$ cat src/rtl/disp_sched.sv
// Display scheduler: selects the BCD word and per-digit blank mask shown on the
// 6-digit clock display (time, alarm, stopwatch, edit view or alarm-ring flash).
module disp_sched #(
   parameter int BLINK_HALF = 12_500_000,
   parameter int TO_TICKS   = 40
) (
   input  logic        clk,
   input  logic        rst_n,
   input  logic [23:0] time_bcd,
   input  logic [23:0] alarm_bcd,
   input  logic [23:0] sw_bcd,
   input  logic        key_view,
   input  logic        edit_req,
   input  logic        edit_sel,
   input  logic [2:0]  edit_digit,
   input  logic        alarm_ring,
   output logic [23:0] data,
   output logic [5:0]  blank,
   output logic [1:0]  view,
   output logic        edit_ack
);
   localparam int BW = (BLINK_HALF > 1) ? $clog2(BLINK_HALF) : 1;
   localparam int TW = $clog2(TO_TICKS + 1);
   localparam logic [BW-1:0] BLINK_TC = BW'(BLINK_HALF - 1);
   localparam logic [TW-1:0] TO_MAX   = TW'(TO_TICKS);

   typedef enum logic [2:0] {
      S_TIME  = 3'd0,
      S_ALARM = 3'd1,
      S_SW    = 3'd2,
      S_EDIT  = 3'd3,
      S_RING  = 3'd4
   } state_t;

   state_t        r_state;
   state_t        w_next_state;
   logic [BW-1:0] r_blink_cnt;
   logic          r_phase;        // 1 = digits hidden
   logic [TW-1:0] r_to_cnt;
   logic [2:0]    r_edit_digit;
   logic          w_tick;
   logic          w_timeout;
   logic          w_blink_restart;
   logic [23:0]   w_data;
   logic [5:0]    w_blank;
   logic [1:0]    w_view;
   logic          w_edit_ack;

   assign w_tick    = (r_blink_cnt == BLINK_TC);
   assign w_timeout = (r_to_cnt == TO_MAX);
   // Restarting on entry or digit change makes the edited digit visible at once.
   assign w_blink_restart = ((w_next_state != r_state) &&
                             ((w_next_state == S_EDIT) || (w_next_state == S_RING))) ||
                            ((r_state == S_EDIT) && (edit_digit != r_edit_digit));

   always_ff @(posedge clk or negedge rst_n) begin
      if (!rst_n) begin
         r_state <= S_TIME;
      end else begin
         r_state <= w_next_state;
      end
   end

   always_comb begin
      w_next_state = r_state;
      if (alarm_ring) begin
         w_next_state = S_RING;
      end else if (r_state == S_RING) begin
         w_next_state = edit_req ? S_EDIT : S_TIME;
      end else if (edit_req) begin
         w_next_state = S_EDIT;
      end else if (r_state == S_EDIT) begin
         w_next_state = S_TIME;
      end else begin
         case (r_state)
            S_TIME:  w_next_state = key_view ? S_ALARM : S_TIME;
            S_ALARM: w_next_state = key_view ? S_SW : (w_timeout ? S_TIME : S_ALARM);
            S_SW:    w_next_state = key_view ? S_TIME : S_SW;
            default: w_next_state = S_TIME;
         endcase
      end
   end

   always_comb begin
      w_data     = time_bcd;
      w_blank    = 6'h00;
      w_view     = 2'd0;
      w_edit_ack = 1'b0;
      case (r_state)
         S_TIME: begin
            w_data = time_bcd;
            w_view = 2'd0;
         end
         S_ALARM: begin
            w_data = alarm_bcd;
            w_view = 2'd1;
         end
         S_SW: begin
            w_data = sw_bcd;
            w_view = 2'd2;
         end
         S_EDIT: begin
            w_data     = edit_sel ? alarm_bcd : time_bcd;
            w_view     = 2'd3;
            w_edit_ack = 1'b1;
            if (r_phase && (edit_digit <= 3'd5)) begin
               w_blank = 6'b000001 << edit_digit;
            end else begin
               w_blank = 6'h00;
            end
         end
         S_RING: begin
            w_data  = time_bcd;
            w_view  = 2'd3;
            w_blank = r_phase ? 6'h3F : 6'h00;
         end
         default: begin
            w_data = time_bcd;
            w_view = 2'd0;
         end
      endcase
   end

   always_ff @(posedge clk or negedge rst_n) begin
      if (!rst_n) begin
         data     <= 24'h000000;
         blank    <= 6'h00;
         view     <= 2'd0;
         edit_ack <= 1'b0;
      end else begin
         data     <= w_data;
         blank    <= w_blank;
         view     <= w_view;
         edit_ack <= w_edit_ack;
      end
   end

   always_ff @(posedge clk or negedge rst_n) begin
      if (!rst_n) begin
         r_blink_cnt  <= '0;
         r_phase      <= 1'b0;
         r_edit_digit <= 3'd0;
      end else begin
         r_edit_digit <= edit_digit;
         if (w_blink_restart) begin
            r_blink_cnt <= '0;
            r_phase     <= 1'b0;
         end else if (w_tick) begin
            r_blink_cnt <= '0;
            r_phase     <= ~r_phase;
         end else begin
            r_blink_cnt <= r_blink_cnt + BW'(1);
         end
      end
   end

   // Alarm-view inactivity counter, counted in blink ticks and saturating.
   always_ff @(posedge clk or negedge rst_n) begin
      if (!rst_n) begin
         r_to_cnt <= '0;
      end else if ((r_state != S_ALARM) || key_view) begin
         r_to_cnt <= '0;
      end else if (w_tick && !w_timeout) begin
         r_to_cnt <= r_to_cnt + TW'(1);
      end else begin
         r_to_cnt <= r_to_cnt;
      end
   end
endmodule

$ cat config.mk
export PLATFORM = sky130hd
export DESIGN_NAME = disp_sched
export DESIGN_NICKNAME = d
export VERILOG_FILES = /design/src/rtl/disp_sched.sv
export SDC_FILE = /design/constraint.sdc
export NUM_CORES = 1
export LEC_CHECK = 0
export CORE_ASPECT_RATIO = 1.75
export CORE_UTILIZATION = 41
export CTS_CLUSTER_DIAMETER = 30
export CTS_CLUSTER_SIZE = 25
export DETAILED_ROUTE_END_ITERATION = 10
export GPL_TIMING_DRIVEN = 0
export PLACE_DENSITY = 0.84
export SYNTH_ARGS = -nofsm -noshare
export SYNTH_HDL_FRONTEND = slang
export SYNTH_SLANG_ARGS = --single-unit
$ cat constraint.sdc
create_clock -name clk -period 1.9 [get_ports clk]
set_input_delay 0.38 -clock clk [delete_from_list [all_inputs] [get_ports clk]]
set_output_delay 0.38 -clock clk [all_outputs]
set_load 0.02 [all_outputs]
After elaboration in Yosys (flattened, before gate mapping)
Cells that the tools add are included.

Output and inout port bits: 33. Input bits: 81. Bits in registers: 70. Word-level logic and storage cells: 60.

Mux-type cells: 23. Reduce and logical (&&, ||, !) cells: 12. $add $sub $neg: 2. $lt $le $gt $ge: 1. Bitwise logic cells: 1. Eq/ne operators: 11. Shifts and indexed selects: 1.

Operators with widths (count): 2-to-1 mux 24 bit (3); one-hot mux 24 bit (3 select lines) (1); adder 24 x 1 -> 24 bit, second input constant (1); == test 24 bit, second input constant (1); 2-to-1 mux 6 bit (4); 2-to-1 mux 2 bit (6); one-hot mux 2 bit (3 select lines) (2); one-hot mux 6 bit (2 select lines) (1); == test 3 x 2 -> 1 bit, second input constant (3); adder 6 x 1 -> 6 bit, second input constant (1); == test 3 bit, second input constant (2); == test 6 bit, second input constant (1); inequality test 3 bit (2); << shifter 1 x 3 -> 6 bit, first input constant (1); 2-to-1 mux 1 bit (5); logical AND 1 bit (4); nonzero test 2 bit (2); == test 3 x 1 -> 1 bit, second input constant (1); <= comparator 3 bit, second input constant (1); logical NOT 3 bit (1); logical OR 1 bit (3); 2-to-1 mux 3 bit (1); inequality test 3 x 1 -> 1 bit, second input constant (1); OR reduction 2 bit (1); other kinds (2) (2).

Longest topological paths before layout
Gate-level depths: netlist of run 1.

Depth after elaboration: 13. Gate-level depth with buffers: 6. Mapped depth without buffers: 6.

Worst setup path after synthesis of run 1
OpenSTA, ideal clock, no wires.

Path type: register to register. Start: register r_blink_cnt[0]. End: register r_blink_cnt[18]. Slack: -0.178 ns. Cell stages (with the launch flop): 7. Library setup time: 0.087 ns. Arrival time: 1.991 ns. Clock period less this slack: 2.078 ns. Path through: dfrtp_1 > ha_1 > nand4_2 > or4_1 > buf_2 > or3_1 > a211oi_2.

Cells in the longest elaborated chain, start to end: 3.

RTL lines: start: declaration (RTL line 37) `logic [BW-1:0] r_blink_cnt;`; start signal: assignment (RTL line 152) `r_blink_cnt <= r_blink_cnt + BW'(1);`; adder 24 x 1 -> 24 bit / == test 24 bit (equally long branches) (RTL line 152, 49); 2-to-1 mux 24 bit * (RTL line 148) `end else if (w_tick) begin`; 2-to-1 mux 24 bit * (RTL line 145) `if (w_blink_restart) begin`.

Mark *: on every way between the ends. The rest lies on a longest branch, timed or not. A chain may end at the register's enable or synchronous reset.

Final worst setup path of run 1
Start: register r_state[2]. End: register r_blink_cnt[12].

Cells in the longest elaborated chain, start to end: 11.

RTL lines: start: declaration (RTL line 35) `state_t r_state;`; start signal: assignment (RTL line 60) `r_state <= w_next_state;`; == test 3 x 2 -> 1 bit (tied with other cells) (RTL line 75) `case (r_state)`; one-hot mux 2 bit (3 select lines) (RTL line 75); 2-to-1 mux 2 bit (RTL line 72) `end else if (r_state == S_EDIT) begin`; 2-to-1 mux 2 bit (RTL line 70) `end else if (edit_req) begin`; 2-to-1 mux 2 bit (RTL line 68) `end else if (r_state == S_RING) begin`; 2-to-1 mux 3 bit (RTL line 66) `if (alarm_ring) begin`; == test 3 x 2 -> 1 bit / == test 3 bit (equally long branches) (RTL line 53) `((w_next_state == S_EDIT) || (w_next_state == S_RING))) ||`; logical OR 1 bit (RTL line 53); logical AND 1 bit (RTL line 52) `assign w_blink_restart = ((w_next_state != r_state) &&`; logical OR 1 bit * (RTL line 53); 2-to-1 mux 24 bit * (RTL line 145).

Marked as above.

==> results_dict.tcl, run 1 <==
set metrics [dict create \
    outcome "complete, but fails checks" \
    violations "negative setup slack" \
    cts.sinks 70 \
    maxSlewHeadroom 0.4143 \
    drv_cap 0 \
    drtPass1Iterations 6 \
    dp_hpwl_um 6726 \
    die_area_sq_um 8449 \
    crit_type "reg2reg" \
    whs_ps 133.3 \
    antenna_found_initial 0 \
    final_core_util 0.6856 \
    power.density_nw_per_um2 763.8 \
    die_h_um 120.9 \
    yosysWarnings 0 \
    finalPower_mw 4.113 \
    ant_nets 0 \
    diodes 0 \
    area_growth_pct 62.72 \
    final.period_utilization 1.034 \
    coreArea_sq_um 7855 \
    timing.rr.end "r_blink_cnt[12]" \
    place_congestion 0.8215 \
    worstPathArrival_ps 2200 \
    drc 0 \
    final_area_sq_um 5385 \
    regToRegSetupSlack_ps -60 \
    hold_viol_final 0 \
    post_synth_num_cell_types 42 \
    required_ps 2140 \
    ios 114 \
    fin_nets 543 \
    grt_pass1_wl_um 15520 \
    post_drt_wl_per_cell_um 18.81 \
    fill_cells 516 \
    cts_hold_buf 0 \
    drtIter0Drc 266 \
    synth.top_cells.by_area "dfrtp_1 53%, a222oi_1 7.3%, inv_1 3.6%, nor3_1 2.4%, xnor2_1 2.4%" \
    clock_latency_ps 330 \
    reg2reg_depth 5 \
    reg2reg_from "r_state[2]" \
    numCtsBuffers 9 \
    slew_viol_final 0 \
    cp-endpoint "r_blink_cnt[12]" \
    setup_tns_ps -282.5 \
    cts_tree "done" \
    overflow 0 \
    grt_usage 0.2340 \
    worst_pin_slew_ps 878.5 \
    setup_violations 13 \
    grt_setup_unrepaired "true" \
    startpoint "r_state[2]" \
    leakage_nw 2.164 \
    dp_cells 521 \
    vias 3283 \
    synth_top_area_share 0.5293 \
    pre_cts_slack_ps -606.7 \
    syn_nets 402 \
    start_util 0.4213 \
    syn_inst 318 \
    drive_gt1_frac 0.2371 \
    ys_seq_area_frac 0.5293 \
    path_max_fanout 10 \
    worst_setup_path_end_kind "flip-flop" \
    clkTransAtPathRegs_ps 60 \
    num_rows 43 \
    postSynthAreaPerCell_sq_um 10.41 \
    ys_ff_latch 70 \
    synth_top_area_cell "dfrtp_1" \
    vias_per_cell 5.926 \
    stdcell_count 554 \
    setup_ws_ps -64.36 \
    fmax_mhz 509.1 \
    port_buffers 113 \
    postRouteWirelength_um 10420 \
    startpoint_type "flip-flop" \
    grt_pass1_vias 3333 \
    seqCellArea_sq_um 1763 \
    multi_input_area_sq_um 1614 \
    hold_path.class "in2async" \
    grt_max_degree 71 \
    skew_ps 8.925 \
    syn-cell-area_sq_um 3309 \
    fp.dieW_um 69.92 \
    ir_drop_uv 782.5 \
    cts-root-buf "clkbuf_16" \
    clock_path_buffers 2 \
    htreeDepth 3 \
    dpl_cell_area_sq_um 4576 \
    fin_crit_ps 1964 \
]
## state kept, by name, summed over array words and instances, names as in the netlist
| signal | cells |
|---|---|
| data | 24 |
| r_blink_cnt | 24 |
| blank | 6 |
| r_to_cnt | 6 |
| r_edit_digit | 3 |
| r_state | 3 |
| view | 2 |
| edit_ack | 1 |
| r_phase | 1 |
## area by class of cell
type | instances | area share
inverter | 32 | 0.02230
clock inverter | 7 | 0.01952
multi-input combinational | 197 | 0.2997
buffer | 16 | 0.02742
clock buffer | 9 | 0.04182
sequential | 70 | 0.3274
timing repair buffer | 133 | 0.2409
tap | 90 | 0.02091
## report_power, final
part           switching (mW)  leakage (nW)  internal [mW]
combinational           0.298          1.11          0.363
sequential             0.0316         0.898           1.56
clock                   0.690         0.159           1.17
total                    1.02          2.16           3.09
## worst max-delay path, cell delays in order (launching register included)
cell and delay (ps):
dfrtp_2 400, nand3b_1 210, or4_4 550, o211a_4 320, buf_8 170, nor3_4 220
## layout by cell type (no fill, tap or decap), types with 3 or more instances in the layout
| cell | Yosys | layout |
|---|---|---|
| clkdlybuf4s50_1 | 0 | 109 |
| dfrtp_1 | 70 | 61 |
| inv_1 | 32 | 32 |
| a222oi_1 | 24 | 24 |
| buf_4 | 0 | 18 |
| nand2_1 | 16 | 15 |
| o21ai_0 | 14 | 14 |
| nor2_1 | 11 | 10 |
| clkbuf_16 | 0 | 10 |
| nand3_1 | 10 | 9 |
| a211oi_2 | 3 | 9 |
| xnor2_1 | 9 | 9 |
| dfrtp_2 | 0 | 9 |
| nor3_2 | 0 | 8 |
| buf_6 | 0 | 7 |
| nand4_1 | 7 | 7 |
| xor2_1 | 7 | 7 |
| o31ai_1 | 8 | 7 |
| or4_4 | 0 | 6 |
| or3_1 | 8 | 5 |
| a21oi_1 | 8 | 4 |
| and4_1 | 4 | 4 |
| or4_1 | 10 | 4 |
| nor4_1 | 4 | 4 |
| nor3_4 | 0 | 4 |
| nor3_1 | 16 | 4 |
| a21oi_2 | 0 | 4 |
| nand2b_1 | 3 | 3 |
| clkbuf_2 | 1 | 3 |
| or3_4 | 0 | 3 |
| dlygate4sd2_1 | 0 | 3 |
## routing by layer
metal,vias to the layer above,global-route usage,part of all wire
met1,1620,0.2312,0.33
li1,1476,-,-
met4,0,0.1088,0.035
met2,148,0.4513,0.58
met5,-,0,0
met3,39,0.05066,0.053
## logic make-up (layout without fill, tap and decap cells)
logic type / after synthesis / count (layout) / share of synthesized area
simple gates: 107 / 107 / 0.1872
xor+xnor: 16 / 16 / 0.04235
buf+inv: 51 / 197 / 0.05974
fa+ha+maj: 3 / 3 / 0.01134
flops: 70 / 70 / 0.5293
compound gates: 71 / 71 / 0.1701
## synth_stat cells (all sizes together)
library cell,instances
dfrtp,70
inv,32
a222oi,24
nand2,16
nor3,16
clkbuf,14
o21ai,14
nor2,11
a211oi,10
nand3,10
or4,10
xnor2,9
a21oi,8
nand4,8
o31ai,8
or3,8
xor2,7
buf,5
and4,4
nor4,4
ha,3
nand2b,3
nor3b,3
nand3b,2
nand4b,2
nor2b,2
nor4b,2
o41ai,2
or2,2
or3b,2
a211o,1
and2,1
and3,1
o2111ai,1
o211a,1
o211ai,1
o21ba,1
## worst min path at each step
| stage | from | endpoint | slack (ps) | cells after the start |
|---|---|---|---|---|
| 4_1_cts | rst_n | r_blink_cnt[19] | 200 | 1 |
| 6_report | rst_n | r_blink_cnt[5] | 130 | 1 |
| 3_3_place_gp | r_to_cnt[5] | r_to_cnt[5] | 530 | 2 |
| 3_5_place_dp | rst_n | r_blink_cnt[19] | 550 | 1 |
| 5_1_grt | rst_n | r_blink_cnt[21] | 230 | 1 |
| 2_1_floorplan | rst_n | blank[0] | 80 | 0 |
## timing repair
item                       in CTS  in global routing
setup endpoints to repair      50                 46
gates resized for setup        38                 70
hold endpoints to repair        0                  0
pin swaps                       5                 29
cloned                          0                  3
buffers inserted               10                  7
Note: power is estimated with default switching activity, not from simulation.
==> inputs of run 2 (changes only) <==
--- a/config.mk
+++ b/config.mk
@@ -11,6 +11,7 @@
 export CTS_CLUSTER_SIZE = 25
 export DETAILED_ROUTE_END_ITERATION = 10
 export GPL_TIMING_DRIVEN = 0
+export MAX_ROUTING_LAYER = met4
 export PLACE_DENSITY = 0.84
 export SYNTH_ARGS = -nofsm -noshare
 export SYNTH_HDL_FRONTEND = slang
==> results_dict.tcl, run 2 (synthesized netlist as in run 1, its figures left out) <==
set metrics [dict create \
    outcome "complete, but fails checks" \
    violations "negative setup slack" \
    timing.rr.end "r_blink_cnt[19]" \
    clkTransAtPathRegs_ps 60 \
    finalPower_mw 4.122 \
    drc 0 \
    ir_drop_uv 786.8 \
    start_util 0.4213 \
    coreArea_sq_um 7855 \
    pre_cts_slack_ps -606.7 \
    final.period_utilization 1.033 \
    drv_cap 0 \
    post_drt_wl_per_cell_um 18.88 \
    drive_gt1_frac 0.2371 \
    vias 3295 \
    cts_tree "done" \
    drtIter0Drc 315 \
    dp_hpwl_um 6726 \
    antenna_found_initial 0 \
    setup_violations 14 \
    fp.dieW_um 69.92 \
    place_congestion 0.8338 \
    area_growth_pct 62.72 \
    diodes 0 \
    ios 114 \
    top_regs "data x24, r_blink_cnt x24" \
    cts-root-buf "clkbuf_16" \
    maxSlewHeadroom 0.4176 \
    cts.sinks 70 \
    hold_viol_final 0 \
    num_rows 43 \
    worst_pin_slew_ps 873.6 \
    drtPass1Iterations 9 \
    cts_hold_buf 0 \
    htreeDepth 3 \
    fmax_mhz 509.7 \
    final_common_cell "clkdlybuf4s50_1" \
    grt_usage 0.2408 \
    grt_pass1_wl_um 15520 \
    leakage_nw 2.164 \
    reg2reg_depth 6 \
    die_area_sq_um 8449 \
    power.density_nw_per_um2 765.4 \
    clock_path_buffers 2 \
    vias_per_cell 5.948 \
    grt_max_degree 71 \
    hold_path.class "in2async" \
    clock_latency_ps 330 \
    path_max_fanout 10 \
    fin_crit_ps 1962 \
    grt_pass1_vias 3326 \
    slew_viol_final 0 \
    worst_setup_path_end_kind "flip-flop" \
    reg2reg_from "r_blink_cnt[0]" \
    regToRegSetupSlack_ps -60 \
    crit_type "reg2reg" \
    worstPathArrival_ps 2220 \
    numCtsBuffers 9 \
    grt_setup_unrepaired "true" \
    overflow 0 \
    port_buffers 113 \
    startpoint_type "flip-flop" \
    required_ps 2150 \
    setup_ws_ps -61.83 \
    skew_ps 8.026 \
    final_cell_mix "109 x clkdlybuf4s50_1, 61 x dfrtp_1, 32 x inv_1" \
    postRouteWirelength_um 10460 \
    fin_nets 543 \
    ant_nets 0 \
    die_h_um 120.9 \
]
run 2: worst max-delay path, stage by stage, from the launching register on:
cell      delay [ps]
dfrtp_2          410
buf_4            140
nand4_1          140
or2_1            290
buf_4            180
or4_1            500
a211oi_2         230
run 2: where the power goes:
| part | leakage, nW | switching, mW | total (mW) | internal (mW) |
|---|---|---|---|---|
| sequential | 0.898 | 0.0314 | 1.59 | 1.56 |
| clock | 0.159 | 0.698 | 1.87 | 1.17 |
| combinational | 1.11 | 0.299 | 0.662 | 0.363 |
run 2: worst max path at each step:
stage,start,to,slack (ps)
CTS,r_blink_cnt[10],r_blink_cnt[18],0.3
global placement,rst_n,data[21],-1840
global route,r_blink_cnt[0],r_blink_cnt[23],-130
floorplan,r_state[2],r_blink_cnt[19],5
detailed placement,edit_digit[2],r_blink_cnt[19],-610
finish,r_blink_cnt[0],r_blink_cnt[19],-60
run 2: area by class of cell:
cell class	count	area, sq um
buffer	16	147.6
clock buffer	9	225.2
clock inverter	7	105.1
fill	513	2470
inverter	32	120.1
multi-input combinational	197	1614
sequential	70	1763
tap	90	112.6
timing repair buffer	133	1297
run 2: what timing repair did:
action,in CTS,in global routing
gates cloned,0,3
endpoints found under the setup margin,50,46
resized for setup,38,70
pin swaps,5,29
buffers inserted,10,7
run 2: stage by stage:
step | TNS (ps) | cells | cell area, sq um | util | hold WS (ps)
final | -307.8 | 554 | 5385 | 0.6856 | 147.5
after global routing | -1716 | 554 | 5385 | 0.6856 | 228.2
after CTS | 0 | 545 | 5077 | 0.6464 | 202.2
after detailed placement | -17810 | 521 | 4576 | 0.5825 | 553.4
after global placement | -143330 | 521 | 4578 | 0.5828 | 532.4
after floorplan | 0 | 318 | 3334 | - | 84.41
run 2: metal layers:
layer | track usage | vias to the layer above | routed length (um)
li1 | - | 1475 | -
met1 | 0.2383 | 1629 | 3609
met2 | 0.4507 | 158 | 6033
met3 | 0.04236 | 33 | 503
met4 | 0.1088 | 0 | 314
met5 | - | - | 0
==> inputs of run 3 (changes only) <==
--- a/config.mk
+++ b/config.mk
@@ -8,7 +8,7 @@
 export CORE_ASPECT_RATIO = 1.75
 export CORE_UTILIZATION = 41
 export CTS_CLUSTER_DIAMETER = 30
-export CTS_CLUSTER_SIZE = 25
+export CTS_CLUSTER_SIZE = 8
 export DETAILED_ROUTE_END_ITERATION = 10
 export GPL_TIMING_DRIVEN = 0
 export MAX_ROUTING_LAYER = met4
==> results of run 3 <==
Same layout as run 2: the final DEF is identical, and so are final timing and power.
